<file path="config.mk">
export PLATFORM = sky130hd
export DESIGN_NAME = cursor_src
export DESIGN_NICKNAME = d
export VERILOG_FILES = /design/src/rtl/cursor_src.sv
export SDC_FILE = /design/constraint.sdc
export NUM_CORES = 1
export LEC_CHECK = 0
export CAP_MARGIN = 20
export CORE_MARGIN = 5
export CORE_UTILIZATION = 50
export CTS_BUF_LIST = sky130_fd_sc_hd__clkbuf_16
export DETAILED_ROUTE_END_ITERATION = 12
export GPL_TIMING_DRIVEN = 0
export PLACE_DENSITY = 0.76
export SYNTH_ARGS = -nofsm -noshare
export SYNTH_HDL_FRONTEND = slang
export SYNTH_SLANG_ARGS = --single-unit
</file>
<file path="constraint.sdc">
create_clock -name clk -period 3.05 [get_ports clk]
set_input_delay 0.305 -clock clk [delete_from_list [all_inputs] [get_ports clk]]
set_output_delay 0.305 -clock clk [all_outputs]
set_load 0.1 [all_outputs]
</file>
<file path="src/rtl/cursor_src.sv">
// Hardware cursor overlay: reads the 32x32 2-bit cursor bitmap and paints it over the RGB stream.
// Latency: 3 clocks from x/y/si_rgb to so_rgb; ram_addr leads ram_data by 1 clock.
// Backpressure: none, the pipeline advances every clock.
module cursor_src #(
  parameter int CD = 12
) (
  input  logic          clk,
  input  logic          reset,
  input  logic [10:0]   x,
  input  logic [10:0]   y,
  input  logic          frame_start,
  input  logic [CD-1:0] si_rgb,
  input  logic          wr_en,
  input  logic [2:0]    wr_addr,
  input  logic [31:0]   wr_data,
  output logic [9:0]    ram_addr,
  input  logic [1:0]    ram_data,
  output logic [CD-1:0] so_rgb
);

  localparam logic [CD-1:0] PAL3_RST = ~({CD{1'b1}} >> (CD / 3));

  logic [10:0]   x0_p, y0_p, x0_a, y0_a;
  logic          en_p, bl_p, en_a, bl_a;
  logic [10:0]   x0_nxt, y0_nxt;
  logic          en_nxt, bl_nxt;
  logic [5:0]    blink_cnt;
  logic [CD-1:0] pal1, pal2, pal3;

  logic [11:0]   xr, yr;
  logic          hit, visible;
  logic          hit1, hit2;
  logic [CD-1:0] rgb1, rgb2;
  logic [CD-1:0] ovl_rgb;

  logic          unused_wr;
  assign unused_wr = ^wr_data[31:11];

  // Pending values including a write in this cycle, so a coincident frame_start sees it.
  always_comb begin
    x0_nxt = x0_p;
    y0_nxt = y0_p;
    en_nxt = en_p;
    bl_nxt = bl_p;
    if (wr_en) begin
      case (wr_addr)
        3'd0: x0_nxt = wr_data[10:0];
        3'd1: y0_nxt = wr_data[10:0];
        3'd2: begin
          en_nxt = wr_data[0];
          bl_nxt = wr_data[1];
        end
        default: ;
      endcase
    end
  end

  always_ff @(posedge clk) begin
    if (reset) begin
      x0_p      <= '0;
      y0_p      <= '0;
      en_p      <= 1'b0;
      bl_p      <= 1'b0;
      x0_a      <= '0;
      y0_a      <= '0;
      en_a      <= 1'b0;
      bl_a      <= 1'b0;
      blink_cnt <= '0;
      pal1      <= '1;
      pal2      <= '0;
      pal3      <= PAL3_RST;
    end else begin
      x0_p <= x0_nxt;
      y0_p <= y0_nxt;
      en_p <= en_nxt;
      bl_p <= bl_nxt;
      if (frame_start) begin
        x0_a      <= x0_nxt;
        y0_a      <= y0_nxt;
        en_a      <= en_nxt;
        bl_a      <= bl_nxt;
        blink_cnt <= blink_cnt + 6'd1;
      end
      if (wr_en) begin
        case (wr_addr)
          3'd3:    pal1 <= wr_data[CD-1:0];
          3'd4:    pal2 <= wr_data[CD-1:0];
          3'd5:    pal3 <= wr_data[CD-1:0];
          default: ;
        endcase
      end
    end
  end

  // 12-bit difference: x below x0 goes large and misses, x0 near 2047 never wraps to column 0.
  assign xr      = {1'b0, x} - {1'b0, x0_a};
  assign yr      = {1'b0, y} - {1'b0, y0_a};
  assign hit     = (xr[11:5] == 7'd0) && (yr[11:5] == 7'd0);
  assign visible = en_a && (!bl_a || !blink_cnt[5]);

  always_comb begin
    ovl_rgb = rgb2;
    if (hit2) begin
      case (ram_data)
        2'b01:   ovl_rgb = pal1;
        2'b10:   ovl_rgb = pal2;
        2'b11:   ovl_rgb = pal3;
        default: ;
      endcase
    end
  end

  always_ff @(posedge clk) begin
    if (reset) begin
      ram_addr <= '0;
      hit1     <= 1'b0;
      rgb1     <= '0;
      hit2     <= 1'b0;
      rgb2     <= '0;
      so_rgb   <= '0;
    end else begin
      ram_addr <= {yr[4:0], xr[4:0]};
      hit1     <= hit && visible;
      rgb1     <= si_rgb;
      hit2     <= hit1;
      rgb2     <= rgb1;
      so_rgb   <= ovl_rgb;
    end
  end

endmodule

</file>
==> impl_metrics.csv, run 1 <==
group,metric,value,unit
logic_synthesis,ys.flop_type,"dfxtp_1",
sta,finalHoldViolCount,0,
floorplan,ioPinCount,97,
logic_synthesis,synth.avg_cell_area,8.88,µm²
floorplan,die_area,0.0140,mm²
routing,detail_route.vias_per_cell,5.53,
clock_tree,cts_tree,"yes",
sta,slew_viol_final,0,
cells_and_area,area_growth,25.6,%
logic_synthesis,syn_inst,663,
pwr,max-vdd-ir-drop,0.522,mV
sta,fin_tns_setup,0,ns
logic_synthesis,synth_top_area_share,46.9,%
clock_tree,cts_sinks,138,
setup_path,r2r_slack,0.64,ns
placement,io_buffers,74,
sta,period_needed,2.41,ns
floorplan,std_cell_rows,39,
clock_tree,htree_num_levels,4,
setup_path,worstPathRequired,3.38,ns
placement,dp_hpwl,10700,µm
clock_tree,clockBufferDepth,2,
clock_tree,cts_made_buffers,17,
setup_path,critPathMaxStageDelay,0.38,ns
routing,drt_iter0_drc,326,
setup_path,crit_fanout,6,
global_routing,grt_pass1_wl,23400,µm
sta,setup_violations,0,
sta,worstMarginPinSlew,0.975,ns
setup_path,reg2regPathDepth,9,
global_routing,grt_start_max_net_pins,17,
logic_synthesis,synth_fp_nets,763,
placement,place_area,0.00680,mm²
logic_synthesis,synthXorXnorAreaFrac,1.64,%
setup_path,cp.arrival,2.74,ns
hold_path,hold_class,"in -> reg",
routing,num_vias,5031,
sta,rsz0062_at_grt,"false",
floorplan,start_util,51.3,%
routing,routedWlPerCell,16.1,µm
global_routing,first_global_vias,4977,
logic_synthesis,ys_async_sr_fraction,0,%
pwr,p_leak,0.00279,µW
routing,antenna_left,0,
logic_synthesis,synth_compound_area_share,16.0,%
cells_and_area,drive_above_1_share,4.56,%
logic_synthesis,synth_top_area_cell,"dfxtp_1",
global_routing,antenna_found_initial,0,
logic_synthesis,synth_area_leaders,"dfxtp_1, mux2i_1, nor2_1",
pwr,p_total,4670,µW
placement,place.gp.congestion,0.880,
sta,fin_skew,0.00409,ns
clock_tree,ctsHoldBuffers,0,
routing,firstDrtPassIters,5,
sta,slew_headroom,34.8,%
run,drv_cap,0,
cells_and_area,fin_cells,910,
pwr,power_density,632,mW/mm²
routing,drc,0,
cells_and_area,fin_nets,856,
floorplan,fp.dieW,118,µm
placement,dp.cells,880,
global_routing,grt_usage,20.7,%
sta,max_clock_freq,0.416,GHz
cells_and_area,final_area,0.00739,mm²
routing,drt-total-wl,14600,µm
run_status,status,"finished clean",
logic_synthesis,ys_seq_elements,138,
logic_synthesis,seq_area_frac_synth,46.9,%
logic_synthesis,synth_simple_gate_area_share,18.8,%
cells_and_area,n_antenna_cell,0,
logic_synthesis,yosysUniqueCellTypes,47,
logic_synthesis,synth_most_common_cell,"dfxtp_1",
clock_tree,clkTransAtPathRegs,0.06,ns
sta,fin_crit_sh,78.9,%
logic_synthesis,synth_common_cells,"dfxtp_1, nor2_1, nand2_1, nor2b_1",
floorplan,die_h,118,µm
setup_path,critPathMostFrequentCell,"a21oi_1",
setup_path,cp-end-kind,"register",
logic_synthesis,synth_top_family_by_area,"simple AND/OR/NAND/NOR gates",
setup_path,r2r-start,"y0_a[4]",
setup_path,cpMaxStageDelayCell,"a221oi_1",
clock_tree,insertion_delay,0.42,ns
setup_path,rr_endpoint,"hit1",
setup_path,cp_cell_sequence,"inv_1 > ha_1 > a21oi_1 > nand2_1 > a221oi_1 > mux2_1 > a21oi_1 > nand4_1 > nor4_2",
setup_path,crit_end,"hit1",
setup_path,critical_path_class,"reg -> reg",
clock_tree,cts-resized-gates,0,
hold_path,hold_depth,4,
setup_path,startpoint_type,"register",
logic_synthesis,synth_enable_flop_cells,0,
setup_path,crit_start,"y0_a[4]",
logic_synthesis,synthAdderAreaFrac,5.57,%
clock_tree,cts_setup_buffers,0,
logic_synthesis,syn_area,0.00588,mm²
logic_synthesis,synth_mux_area_share,6.66,%
clock_tree,clock-root-buffer,"clkbuf_16",
global_routing,grt_remaining_overflow,0,
logic_synthesis,ys_warn_count,0,
floorplan,core_area,0.0115,mm²
-- worst min-delay path by stage --
| stage | from | end | slack (ns) |
|---|---|---|---|
| 3_5_place_dp | rgb1[4] | rgb2[4] | 0.43 |
| 3_3_place_gp | rgb1[8] | rgb2[8] | 0.42 |
| 5_1_grt | frame_start | blink_cnt[2] | 0.40 |
| 6_report | frame_start | blink_cnt[2] | 0.37 |
| 4_1_cts | frame_start | blink_cnt[2] | 0.36 |
| 2_1_floorplan | hit1 | hit2 | 0.41 |
-- per-layer routing --
metal / routed length, µm / GRT usage (%) / part of all wire (%) / vias to the layer above
met5: 0 / 0 / 0 / -
met4: 272 / 8.08 / 1.9 / 0
met3: 928 / 4.35 / 6.4 / 28
met2: 7000 / 34.8 / 48 / 184
met1: 6410 / 26.0 / 44 / 2358
li1: - / - / - / 2461
-- power breakdown --
part / switching, µW / internal (µW) / leakage, µW / total [µW]
clock network: 733 / 1340 / 0.000293 / 2070
logic: 436 / 262 / 0.00136 / 697
registers: 29.2 / 1880 / 0.00113 / 1910
-- worst max-delay path: cells and delay by family (launching register included) --
| kind | cells | cell delay [ns] |
|---|---|---|
| compound gates | 3 | 0.72 |
| fa+ha+maj | 1 | 0.35 |
| buf+inv | 1 | 0.04 |
| flops | 1 | 0.32 |
| mux | 1 | 0.38 |
| simple gates | 3 | 0.50 |
-- layout by cell type (no fill, tap or decap), types with 3 or more instances in the layout --
master / n
bufinv_16: 4
o21ai_0: 12
nand3b_1: 5
mux2i_1: 38
nand3_1: 4
buf_1: 3
o21a_1: 7
a21oi_1: 37
nor2_1: 88
nor3_1: 7
inv_1: 30
nand2b_1: 8
clkinv_1: 3
clkbuf_1: 28
a211o_1: 13
clkdlybuf4s50_1: 74
xor2_1: 7
clkbuf_16: 17
dfxtp_1: 138
a211oi_1: 38
ha_1: 23
xnor2_1: 4
nand2_1: 81
clkinv_2: 3
buf_2: 6
nand4_1: 3
nor2b_1: 42
o21ai_1: 10
-- flip-flops by register name, indices dropped and copies added (netlist names) --
register / count
ram_addr: 10
pal1: 12
x0_p: 11
y0_p: 11
pal3: 12
en_a: 1
x0_a: 11
bl_a: 1
pal2: 12
hit2: 1
so_rgb: 12
en_p: 1
rgb2: 12
bl_p: 1
hit1: 1
y0_a: 11
blink_cnt: 6
rgb1: 12
-- per-stage QoR --
stage               setup slack [ns]  hold WS [ns]  util, %
floorplan                      0.945         0.414        -
global placement               0.359         0.418     59.3
detailed placement             0.273         0.430     59.3
CTS                            0.667         0.360     64.5
global route                   0.462         0.401     64.5
finish                         0.645         0.366     64.5
-- layout make-up --
cell class                 instances  area (µm²)
buffer                            37         146
clock buffer                      17         425
clock inverter                    13         161
fill                             911        4080
inverter                          29         109
multi-input combinational        459        2870
sequential                       138        2760
tap                              143         179
timing repair buffer              74         741
-- logic make-up after synthesis --
kind of cell	count (synthesis)
fa+ha+maj	25
simple gates	244
mux	39
compound gates	140
flops	138
buf+inv	66
xor+xnor	11
Power figures use the tool's default switching activity.
==> inputs of run 2 (changes only) <==
==> constraint.sdc (replaced) <==
create_clock -name clk -period 2.29 [get_ports clk]
set_input_delay 0.229 -clock clk [delete_from_list [all_inputs] [get_ports clk]]
set_output_delay 0.229 -clock clk [all_outputs]
set_load 0.1 [all_outputs]
==> run 2 against run 1 <==
Total power is 34% higher; utilization is 0.81 points higher; sequential share of layout area is 0.45 points lower; fmax is 10% higher; critical endpoint unchanged; combinational power is 38% higher; final cell count is 0.11% higher; hold slack worse by 0.072 ns; clock skew is 0.00086 ns lower; die area stayed put; critical path depth stayed put.
==> impl_metrics.csv, run 2 (synthesized netlist as in run 1, its figures left out) <==
group,metric,value,unit
global_routing,grt_pass1_wl,23500,µm
cells_and_area,final_area,0.00748,mm²
global_routing,grt_usage,20.7,%
floorplan,std_cell_rows,39,
setup_path,worstPathRequired,2.61,ns
setup_path,crit_fanout,4,
routing,antenna_left,0,
clock_tree,ctsHoldBuffers,0,
cells_and_area,fillCellCount,901,
clock_tree,insertion_delay,0.41,ns
hold_path,min_from,"frame_start",
setup_path,r2r-start,"x0_a[1]",
pwr,power_density,835,mW/mm²
routing,detail_route.vias_per_cell,5.53,
sta,period_needed,2.18,ns
setup_path,cp.arrival,2.50,ns
routing,routedWlPerCell,16.1,µm
global_routing,grt_start_max_net_pins,17,
run,drv_cap,0,
routing,drt-total-wl,14700,µm
setup_path,startpoint_type,"register",
clock_tree,cts_tree,"yes",
cells_and_area,mostFrequentLayoutCells,"dfxtp_1, nor2_1, nand2_1",
cells_and_area,final_util,65.3,%
sta,setup_violations,0,
sta,fin_skew,0.00322,ns
placement,dp_hpwl,10700,µm
pwr,max-vdd-ir-drop,0.695,mV
sta,slew_headroom,34.8,%
sta,slew_viol_final,0,
global_routing,grt_remaining_overflow,0,
floorplan,fp.dieW,118,µm
clock_tree,htree_num_levels,4,
sta,fin_tns_setup,0,ns
setup_path,critical_path_class,"reg -> reg",
placement,place_area,0.00680,mm²
cells_and_area,n_antenna_cell,0,
cells_and_area,fin_cells,911,
global_routing,antenna_found_initial,0,
floorplan,die_h,118,µm
sta,max_clock_freq,0.459,GHz
clock_tree,clkTransAtPathRegs,0.06,ns
cells_and_area,drive_above_1_share,6.64,%
setup_path,cp-end-kind,"register",
cells_and_area,fin_nets,857,
placement,io_buffers,74,
pwr,p_total,6250,µW
clock_tree,clock-root-buffer,"clkbuf_16",
floorplan,start_util,51.3,%
cells_and_area,ff_latch_area,0.00276,mm²
clock_tree,cts_sinks,138,
floorplan,core_area,0.0115,mm²
cells_and_area,layout_commonest_cell,"dfxtp_1",
clock_tree,cts_made_buffers,17,
sta,worstMarginPinSlew,0.975,ns
sta,finalHoldViolCount,0,
floorplan,die_area,0.0140,mm²
run_status,status,"finished clean",
routing,drt_iter0_drc,335,
routing,firstDrtPassIters,5,
pwr,p_leak,0.00281,µW
clock_tree,clockBufferDepth,2,
global_routing,first_global_vias,4992,
placement,dp.cells,880,
placement,place.gp.congestion,0.880,
setup_path,crit_start,"x0_a[1]",
cells_and_area,multi_input_area,0.00295,mm²
routing,num_vias,5035,
cells_and_area,area_growth,27.2,%
routing,drc,0,
sta,fin_crit_sh,95.2,%
hold_path,hold_class,"in -> reg",
floorplan,ioPinCount,97,
[run 2: worst paths after layout]
path,to,cells after the start,slack (ns)
worst max-delay path,hit1,9,0.11
worst min-delay path,blink_cnt[2],4,0.29
worst max register to register,hit1,9,0.11
worst min register to register,rgb2[11],1,0.44
[run 2: layout make-up]
type	instances	area share [%]
multi-input combinational	459	39.4
timing repair buffer	75	10.0
clock buffer	17	5.68
buffer	37	1.96
tap	143	2.39
inverter	29	1.45
clock inverter	13	2.16
sequential	138	36.9
[run 2: power breakdown]
group	switching [µW]	leakage, µW	internal (µW)
logic	595	0.00138	368
clock network	963	0.000293	1780
registers	39.1	0.00113	2500
[run 2: metal layers]
layer	GRT usage, %	wire (µm)	vias up
li1	-	-	2467
met1	26.0	6460	2384
met2	35.0	7140	157
met3	4.35	785	27
met4	8.08	274	0
met5	0	0	-
[run 2: critical path: stages (launching register included)]
cell,delay [ns]
dfxtp_1,0.39
inv_1,0.07
ha_1,0.26
nor2b_1,0.14
o31a_1,0.31
o31ai_4,0.29
nor3_1,0.09
a21oi_1,0.15
nand4_1,0.13
nor4_2,0.27
[run 2: through the flow]
stage / worst slack, ns / hold WS (ns)
floorplan: 0.185 / 0.347
global placement: -0.325 / 0.418
detailed placement: -0.411 / 0.430
CTS: 0.00272 / 0.284
global route: -0.0154 / 0.325
finish: 0.109 / 0.294
[run 2: timing repair]
action | in CTS | in global routing
setup endpoints to repair | 1 | 1
endpoints found under the hold margin | 0 | 0
gates resized for setup | 2 | 16
pin swaps | 0 | 5
buffers inserted | 0 | 1
